==> config.mk <==
export PLATFORM = sky130hd
export DESIGN_NAME = color_dominance_analyzer
export DESIGN_NICKNAME = d
export VERILOG_FILES = /design/src/rtl/analyzer_pkg.sv /design/src/rtl/pixel_classifier.sv /design/src/rtl/color_dominance_analyzer.sv
export SDC_FILE = /design/constraint.sdc
export NUM_CORES = 1
export LEC_CHECK = 0
export CORE_MARGIN = 8
export CORE_UTILIZATION = 34
export CTS_BUF_LIST = sky130_fd_sc_hd__clkbuf_8
export DETAILED_ROUTE_END_ITERATION = 12
export PLACE_DENSITY = 0.61
export SLEW_MARGIN = 20
export SYNTH_ARGS = -nofsm -noshare
export SYNTH_HDL_FRONTEND = slang
export SYNTH_SLANG_ARGS = --single-unit
==> constraint.sdc <==
create_clock -name clk -period 2.6 [get_ports clk]
set_input_delay 0.26 -clock clk [delete_from_list [all_inputs] [get_ports clk]]
set_output_delay 0.26 -clock clk [all_outputs]
set_load 0.1 [all_outputs]
==> src/rtl/analyzer_pkg.sv <==
// Shared types for the colour dominance analyser:
// FSM state encoding and one-hot colour codes.
package analyzer_pkg;

    typedef enum logic [2:0] {
        IDLE,
        SCAN,
        DRAIN,
        DECIDE,
        DONE
    } state_e;

    localparam logic [2:0] COLOR_NONE  = 3'b000;
    localparam logic [2:0] COLOR_RED   = 3'b100;
    localparam logic [2:0] COLOR_GREEN = 3'b010;
    localparam logic [2:0] COLOR_BLUE  = 3'b001;

endpackage

==> src/rtl/pixel_classifier.sv <==
// Combinational pixel classifier: a pixel is a pure colour
// when exactly one channel MSB is set; otherwise no class.
import analyzer_pkg::*;

module pixel_classifier #(
    parameter int R_BITS = 3,
    parameter int G_BITS = 3,
    parameter int B_BITS = 2,
    localparam int PW = R_BITS + G_BITS + B_BITS
) (
    input  logic [PW-1:0] data,
    output logic [2:0]    cls
);

    logic r_set;
    logic g_set;
    logic b_set;
    logic unused_low_bits;

    assign r_set = data[PW-1];
    assign g_set = data[G_BITS+B_BITS-1];
    assign b_set = data[B_BITS-1];

    // Only channel MSBs matter; the remaining bits are deliberately ignored.
    assign unused_low_bits = ^data;

    // One-hot class, all zero for mixed or dark pixels.
    always_comb begin
        cls = COLOR_NONE;
        if (r_set && !g_set && !b_set) cls = COLOR_RED;
        if (g_set && !r_set && !b_set) cls = COLOR_GREEN;
        if (b_set && !r_set && !g_set) cls = COLOR_BLUE;
    end

endmodule

==> src/rtl/color_dominance_analyzer.sv <==
// Frame colour dominance analyser: scans NUM_PIXELS pixels, counts
// pure R/G/B pixels and reports the strict winner as a one-hot code.
// Optional macro ANALYZER_COUNTS_OUT_EN exposes the final counts.
import analyzer_pkg::*;

module color_dominance_analyzer #(
    parameter int NUM_PIXELS = 19200,
    parameter int ADDR_W     = 15,
    parameter int BASE_ADDR  = 0,
    parameter int R_BITS     = 3,
    parameter int G_BITS     = 3,
    parameter int B_BITS     = 2,
    parameter int MIN_COUNT  = 0
) (
    input  logic                                clk,
    input  logic                                rst,
    input  logic                                init,
    input  logic [R_BITS+G_BITS+B_BITS-1:0]     data,
    output logic                                rd_en,
    output logic [ADDR_W-1:0]                   addr,
    output logic                                busy,
    output logic                                done,
    output logic [2:0]                          valor
`ifdef ANALYZER_COUNTS_OUT_EN
    ,
    output logic [$clog2(NUM_PIXELS+1)-1:0]     cnt_r,
    output logic [$clog2(NUM_PIXELS+1)-1:0]     cnt_g,
    output logic [$clog2(NUM_PIXELS+1)-1:0]     cnt_b
`endif
);

    localparam int CW = $clog2(NUM_PIXELS + 1);
    localparam logic [ADDR_W-1:0] FIRST_ADDR = ADDR_W'(BASE_ADDR);
    localparam logic [ADDR_W-1:0] LAST_ADDR  =
        ADDR_W'(BASE_ADDR + NUM_PIXELS - 1);
    localparam logic [31:0] MIN_U = 32'(MIN_COUNT);

    state_e            state_q, state_d;
    logic [ADDR_W-1:0] addr_q, addr_d;
    logic              rd_en_q, rd_en_d;
    logic              vld_q, vld_d;
    logic              busy_q, busy_d;
    logic              done_q, done_d;
    logic [2:0]        valor_q, valor_d;
    logic [CW-1:0]     cnt_r_q, cnt_r_d;
    logic [CW-1:0]     cnt_g_q, cnt_g_d;
    logic [CW-1:0]     cnt_b_q, cnt_b_d;
`ifdef ANALYZER_COUNTS_OUT_EN
    logic [CW-1:0]     rep_r_q, rep_r_d;
    logic [CW-1:0]     rep_g_q, rep_g_d;
    logic [CW-1:0]     rep_b_q, rep_b_d;
`endif

    logic [2:0] cls;
    logic [2:0] winner;

    pixel_classifier #(
        .R_BITS (R_BITS),
        .G_BITS (G_BITS),
        .B_BITS (B_BITS)
    ) u_cls (
        .data (data),
        .cls  (cls)
    );

    // Strict-majority decision with a minimum-count floor.
    always_comb begin
        logic r_win;
        logic g_win;
        logic b_win;
        r_win = (cnt_r_q > cnt_g_q) && (cnt_r_q > cnt_b_q)
             && (32'(cnt_r_q) > MIN_U);
        g_win = (cnt_g_q > cnt_r_q) && (cnt_g_q > cnt_b_q)
             && (32'(cnt_g_q) > MIN_U);
        b_win = (cnt_b_q > cnt_r_q) && (cnt_b_q > cnt_g_q)
             && (32'(cnt_b_q) > MIN_U);
        winner = COLOR_NONE;
        unique case (1'b1)
            r_win:   winner = COLOR_RED;
            g_win:   winner = COLOR_GREEN;
            b_win:   winner = COLOR_BLUE;
            default: winner = COLOR_NONE;
        endcase
    end

    // Next-state, address sweep, accumulation and result capture.
    always_comb begin
        state_d = state_q;
        addr_d  = addr_q;
        vld_d   = rd_en_q;
        valor_d = valor_q;
        cnt_r_d = cnt_r_q;
        cnt_g_d = cnt_g_q;
        cnt_b_d = cnt_b_q;
`ifdef ANALYZER_COUNTS_OUT_EN
        rep_r_d = rep_r_q;
        rep_g_d = rep_g_q;
        rep_b_d = rep_b_q;
`endif

        if (vld_q) begin
            cnt_r_d = cnt_r_q + CW'(cls[2]);
            cnt_g_d = cnt_g_q + CW'(cls[1]);
            cnt_b_d = cnt_b_q + CW'(cls[0]);
        end

        unique case (state_q)
            IDLE: begin
                if (init) begin
                    state_d = SCAN;
                    addr_d  = FIRST_ADDR;
                    cnt_r_d = '0;
                    cnt_g_d = '0;
                    cnt_b_d = '0;
                end
            end
            SCAN: begin
                if (addr_q == LAST_ADDR) begin
                    state_d = DRAIN;
                end else begin
                    addr_d = addr_q + ADDR_W'(1);
                end
            end
            DRAIN: begin
                state_d = DECIDE;
            end
            DECIDE: begin
                state_d = DONE;
                valor_d = winner;
`ifdef ANALYZER_COUNTS_OUT_EN
                rep_r_d = cnt_r_q;
                rep_g_d = cnt_g_q;
                rep_b_d = cnt_b_q;
`endif
            end
            DONE: begin
                state_d = IDLE;
            end
            default: begin
                state_d = IDLE;
            end
        endcase

        rd_en_d = (state_d == SCAN);
        busy_d  = (state_d != IDLE);
        done_d  = (state_q == DONE);
    end

    // State and output registers, cleared asynchronously.
    always_ff @(posedge clk or posedge rst) begin
        if (rst) begin
            state_q <= IDLE;
            addr_q  <= '0;
            rd_en_q <= 1'b0;
            vld_q   <= 1'b0;
            busy_q  <= 1'b0;
            done_q  <= 1'b0;
            valor_q <= COLOR_NONE;
            cnt_r_q <= '0;
            cnt_g_q <= '0;
            cnt_b_q <= '0;
`ifdef ANALYZER_COUNTS_OUT_EN
            rep_r_q <= '0;
            rep_g_q <= '0;
            rep_b_q <= '0;
`endif
        end else begin
            state_q <= state_d;
            addr_q  <= addr_d;
            rd_en_q <= rd_en_d;
            vld_q   <= vld_d;
            busy_q  <= busy_d;
            done_q  <= done_d;
            valor_q <= valor_d;
            cnt_r_q <= cnt_r_d;
            cnt_g_q <= cnt_g_d;
            cnt_b_q <= cnt_b_d;
`ifdef ANALYZER_COUNTS_OUT_EN
            rep_r_q <= rep_r_d;
            rep_g_q <= rep_g_d;
            rep_b_q <= rep_b_d;
`endif
        end
    end

    assign rd_en = rd_en_q;
    assign addr  = addr_q;
    assign busy  = busy_q;
    assign done  = done_q;
    assign valor = valor_q;
`ifdef ANALYZER_COUNTS_OUT_EN
    assign cnt_r = rep_r_q;
    assign cnt_g = rep_g_q;
    assign cnt_b = rep_b_q;
`endif

endmodule

# ---- Word level (Yosys, flattened, before mapping)
# Cells that the tools add are included.
dict set report totals {
  regBits 70
  in_bits 11
  out_inout_bits 21
  wordCells 69
}
dict set report classes {
  addsub 4
  magnitude_cmp 9
  n_eq_ne 8
  muxes 19
  n_reduce_logical 19
}
# op count
set ops {}
lappend ops {{$mux W15} 11}
lappend ops {{$gt A15 B15 Y1} 6}
lappend ops {{$add A15 B1 Y15} 3}
lappend ops {{$gt A15 B1 Y1 const B} 3}
lappend ops {{$pmux W15 S2} 1}
lappend ops {{$add A15 B1 Y15 const B} 1}
lappend ops {{$eq A15 B15 Y1 const B} 1}
lappend ops {{$mux W3} 5}
lappend ops {{$logic_and A1 B1 Y1} 12}
lappend ops {{$pmux W3 S4} 1}
lappend ops {{$pmux W3 S3} 1}
lappend ops {{$eq A3 B1 Y1 const B} 2}
lappend ops {{$eq A3 B2 Y1 const B} 2}
lappend ops {{$ne A2 B2 Y1 const B} 2}
lappend ops {{$eq A3 B3 Y1 const B} 1}
lappend ops {{$logic_not A1 Y1} 3}
lappend ops {{$logic_not A3 Y1} 1}
lappend ops {{$reduce_and A3 Y1} 1}
lappend ops {{$reduce_bool A3 Y1} 1}
lappend ops {{$reduce_bool A2 Y1} 1}

# ---- Logic depth before layout (Yosys ltp)
dict set report depth {
  depth_word 10
  ltp_mapped 8
}

# ---- Modules after synthesis
# A second synthesis with hierarchy kept.
dict set report hier_totals {
  hier_cells 485
  hier_area_um2 4541.9
}
# mod n_inst cells_per_inst area_each_um2 seq_area_each_um2
set modules_own_cells {}
lappend modules_own_cells {color_dominance_analyzer 1 482 4519.3 1751.7}
lappend modules_own_cells {pixel_classifier 1 3 22.5 0.0}

# ---- Worst setup path before layout
# No wires, ideal clock.
dict set report synth_path {
  path_kind {register -> register}
  startpoint {register addr_q[0], in the netlist addr[0]}
  endpoint {register addr_q[5], in the netlist addr[5]}
  setup_time_ns 0.093
  arrival_time_ns 2.402
  setup_slack_ns 0.105
  stages_incl_launch_ff 7
  path_buffers 0
  period_less_slack_ns 2.495
  cell_sequence {dfrtp_1 ha_1 nand3_1 nor4_4 nor3_1 nand3_1 mux2i_1}
}
dict set report synth_between {
  elab_chain_cells 3
  elab_cells_between_ends 6
}
# item line_no
set synth_lines {}
lappend synth_lines {{from (decl)} color_dominance_analyzer.sv:39} ;# logic [ADDR_W-1:0] addr_q, addr_d;
lappend synth_lines {{from (signal assigned)} color_dominance_analyzer.sv:169} ;# addr_q <= addr_d;
lappend synth_lines {{$add A15 B1 Y15 or $eq A15 B15 Y1 (tied branches)} {color_dominance_analyzer.sv:121, color_dominance_analyzer.sv:118}}
lappend synth_lines {{$mux W15 or $ne A2 B2 Y1 (tied branches)} --}
lappend synth_lines {{$pmux W15 S2 or $reduce_and A3 Y1 (tied branches)} --}
# Parallel ways exist; a longest one is shown, timed or not. The select of a mux whose other input is x is not followed.
# A chain may end at the register's enable or synchronous reset.

# ---- Final worst setup path
dict set report layout_path {
  startpoint {register cnt_g_q[10]}
  endpoint {register valor_q[1], in the netlist valor[1]}
}
dict set report layout_between {
  elab_chain_cells 4
  elab_cells_between_ends 12
}
# item line_no
set layout_lines {}
lappend layout_lines {{from (decl)} color_dominance_analyzer.sv:46} ;# logic [CW-1:0] cnt_g_q, cnt_g_d;
lappend layout_lines {{from (signal assigned)} color_dominance_analyzer.sv:176} ;# cnt_g_q <= cnt_g_d;
lappend layout_lines {{$gt A15 B15 Y1, on equally long branches} {color_dominance_analyzer.sv:75, color_dominance_analyzer.sv:71, color_dominance_analyzer.sv:73}}
lappend layout_lines {{$logic_and A1 B1 Y1, on equally long branches} {color_dominance_analyzer.sv:75, color_dominance_analyzer.sv:71, color_dominance_analyzer.sv:73}}
lappend layout_lines {{$logic_and A1 B1 Y1, on equally long branches} {color_dominance_analyzer.sv:76, color_dominance_analyzer.sv:72, color_dominance_analyzer.sv:74}}
lappend layout_lines {{$pmux W3 S3 (*)} color_dominance_analyzer.sv:78} ;# unique case (1'b1)
lappend layout_lines {{to (signal assigned)} color_dominance_analyzer.sv:174} ;# valor_q <= valor_d;
lappend layout_lines {{to (decl)} color_dominance_analyzer.sv:44} ;# logic [2:0] valor_q, valor_d;
# Mark *: on every way between the ends. The rest lies on a longest branch, timed or not.

==> summary.md <==
| Metric | Value |
|---|---|
| Endpoint required time on the critical path | 2.83 ns |
| Number of synthesized flops with an enable pin | 0 |
| Headroom to the max-slew limit | 64.1% |
| Post-DR wirelength/cell | 15.1 um |
| Xor-xnor portion of the synthesized cell area | 7.56% |
| Initial core utilization | 34.4% |
| Peak ir drop on the vdd network | 0.820 mV |
| Category of the worst setup path launch point | register |
| Sum of negative setup slack | 0 ns |
| Clock root buffer | sky130_fd_sc_hd__clkbuf_8 |
| Transition time at the pin with the least slew margin | 0.535 ns |
| Clock sink count | 70 |
| Total of endpoints with negative setup slack in the final report | 0 |
| Number of buffers created by CTS | 9 |
| Fraction of final layout cells sized beyond drive strength 1 | 10.1% |
| Total wirelength of the detailed-routed design | 10600 um |
| Post-synthesis instance area | 4520 sq um |
| Outcome | finished clean |
| Clock tree from TritonCTS | done |
| Most frequent standard cell in the layout excluding fill and tap cells | sky130_fd_sc_hd__dfrtp_1 |
| Total via count after detailed routing | 3685 |
| Antenna viol nets, final | 0 |
| Number of ports placed on the die boundary | 32 |
| Min-Delay Path Class | primary input to asynchronous set/reset pin |
| Sequential fraction of the synthesis area | 38.8% |
| Number of iterations in the first detailed-routing pass | 4 |
| Total Nets Final | 582 |
| Register clock-pin slew on the reported worst setup and hold paths | 0.07 ns |
| Antenna diode instance count | 0 |
| Area of the core | 13100 sq um |
| Synthesized net count | 547 |
| Post-synthesis share of cell area spent on full adders, half adders and majority gates | 14.4% |
| Crit path max fanout | 5 |
| Worst Path Arrival | 2.47 ns |
| Pin count of the biggest net entering global routing | 55 |
| Synthesized instance count | 484 |
| H-tree level count | 3 |
| Share of the cycle needed by the critical path after routing | 85.9% |
| Number of input and output port buffers inserted | 26 |
| Global-route wire length before repair | 18000 um |
| Max Fclk | 448 MHz |
| Static Leakage | 2.42 nW |
| Floorplan row count | 42 |
| Cell variety after synth | 44 |
| Final Hold Vio Count | 0 |
| Initial detailed-routing violation count | 171 |
| Die Width | 131 um |
| Commonest cells after routing, fill and taps aside | sky130_fd_sc_hd__dfrtp_1, sky130_fd_sc_hd__nor2_1, sky130_fd_sc_hd__ha_1, sky130_fd_sc_hd__nand2_1, sky130_fd_sc_hd__inv_1 |
| Quantity of gates resized following cts | 0 |
| # Post-CTS Setup Buffers | 0 |
| Portion of total power attributed to sequential cells | 38.0% |
| Combinational family with the most area after synthesis | simple AND/OR/NAND/NOR gates |
| Post-cts hold buffer count | 0 |
| Area fraction in compound gates after synthesis | 7.09% |
| Per-cell via count in the routed design | 5.26 |
| R2r setup slk | 0.37 ns |
| Clock share of power | 23.8% |
| Power density relative to cell area | 826 nW/um^2 |
| Worst-Skew Late Latency | 0.35 ns |
| Vias in the first global route | 3735 |
| Leading register cell type out of synthesis | sky130_fd_sc_hd__dfrtp_1 |
| Synth-to-Final Area Change | 15.6% |
| Simple-gate area share of the yosys netlist | 25.8% |
| Total track usage | 12.6% |
| Switching Power | 0.00185 W |
| Total Power | 0.00431 W |
| Setup crit end kind | register |
| Total grt overflow | 0 |
| Syn. warnings | 0 |
| Setup clock skew after layout | 0.00720 ns |
| Comb pwr share | 38.2% |
| Internal cell power | 0.00246 W |
| Time the worst path needs with I/O delays and setup | 2.23 ns |
| Post-synthesis mux area share | 2.44% |
| RSZ-0062 raised after global routing | no |
| Async set-reset flop share out of synthesis | 100% |
| Antenna violations before repair | 0 |
| Buffer levels on the longest clock path | 2 |
| Drc violations | 0 |
| Type of the worst setup path | register to register |
| Detailed Place HPWL | 7940 um |
| Final weighted congestion in routability-driven placement | 0.804 |
| Final Max Tran Viols | 0 |
| Average size of a mapped cell | 9.34 sq um |
| Die Outline Area | 17200 sq um |
| Switching share of total power | 42.9% |
| Yosys reg bits | 70 |
| Height of the die | 131 um |
| Max-cap violations | 0 |
[logic make-up (layout without fill, tap and decap cells)]
logic type               Yosys count  count (layout)
AO/OA/AOI/OAI                     54              54
XOR/XNOR                          39              39
multiplexers                      11              11
buffers and inverters             44              84
adder cells (fa/ha/maj)           52              52
flip-flops                        70              70
AND/OR/NAND/NOR                  214             214
[path summary, 6_finish.rpt]
| check | cells after the start | end | from |
|---|---|---|---|
| max | 7 | valor[1]$_DFFE_PP0P_ | cnt_g_q[10]$_DFF_PP0_ |
| min | 2 | cnt_r_q[1]$_DFF_PP0_ | rst |
| max reg2reg | 7 | valor[1]$_DFFE_PP0P_ | cnt_g_q[10]$_DFF_PP0_ |
| min reg2reg | 0 | vld_q$_DFF_PP0_ | rd_en$_DFF_PP0_ |
| max in group asynchronous | 3 | cnt_b_q[13]$_DFF_PP0_ | rst |
| min in group clk | 0 | vld_q$_DFF_PP0_ | rd_en$_DFF_PP0_ |
[flip-flops by register name, indices dropped and copies added, names as in the netlist]
register,flops
busy,1
cnt_b_q,15
rd_en,1
addr,15
done,1
valor,3
state_q,3
cnt_g_q,15
vld_q,1
cnt_r_q,15
[power by group through the flow]
stage | clock network [W] | logic, W | registers (W)
floorplan | 0 | 0.000817 | 0.00205
finish | 0.00103 | 0.00165 | 0.00164
global route | 0.00111 | 0.00185 | 0.00168
global placement | 0 | 0.00158 | 0.00165
CTS | 0.00106 | 0.00166 | 0.00164
detailed placement | 0 | 0.00165 | 0.00165
[metal layers]
metal | track usage (%) | part of all wire (%) | vias to the layer above
li1 | - | - | 1801
met1 | 15.5 | 47 | 1785
met2 | 20.7 | 48 | 81
met3 | 3.54 | 3.8 | 18
met4 | 4.59 | 1.6 | 0
met5 | 0 | 0 | -
[metrics by stage]
stage | util (%) | std cells | hold slack (ns) | setup slack (ns) | instance area [sq um]
global route | 39.8 | 700 | 0.279 | 0.234 | 5220
global placement | 38.0 | 684 | 0.395 | 0.153 | 4990
finish | 39.8 | 700 | 0.254 | 0.366 | 5220
CTS | 39.8 | 700 | 0.267 | 0.371 | 5220
detailed placement | 38.0 | 684 | 0.404 | 0.113 | 4990
floorplan | - | 484 | 0.389 | 0.105 | 4520
[synthesized netlist by cell type (all sizes together), types with 11 or more instances]
cell / n / share of area (%)
mux2i: 11 / 2.4
o21ai: 16 / 1.9
nand4: 24 / 3.7
xnor2: 30 / 5.8
dfrtp: 70 / 39
inv: 34 / 2.8
nor2: 59 / 5.1
a21oi: 24 / 2.7
nand2: 37 / 3.1
nor3: 12 / 1.3
nand3: 20 / 2.2
nor4: 14 / 2.3
ha: 52 / 14
[final cells by class]
type | count | area (sq um)
timing repair buffer | 34 | 293
tap | 176 | 220
multi-input combinational | 370 | 2600
clock inverter | 4 | 68.8
fill | 1359 | 7920
inverter | 34 | 128
sequential | 70 | 1750
clock buffer | 12 | 165
[worst max-delay path, cell delays in order, from the launching register on]
cell and delay [ns]:
sky130_fd_sc_hd__dfrtp_1 0.43, sky130_fd_sc_hd__inv_1 0.09, sky130_fd_sc_hd__ha_1 0.33, sky130_fd_sc_hd__a21oi_1 0.14, sky130_fd_sc_hd__o21ai_0 0.10, sky130_fd_sc_hd__a221oi_1 0.36, sky130_fd_sc_hd__o21ai_0 0.26, sky130_fd_sc_hd__o41ai_1 0.40
(Power assumes the default switching activity.)
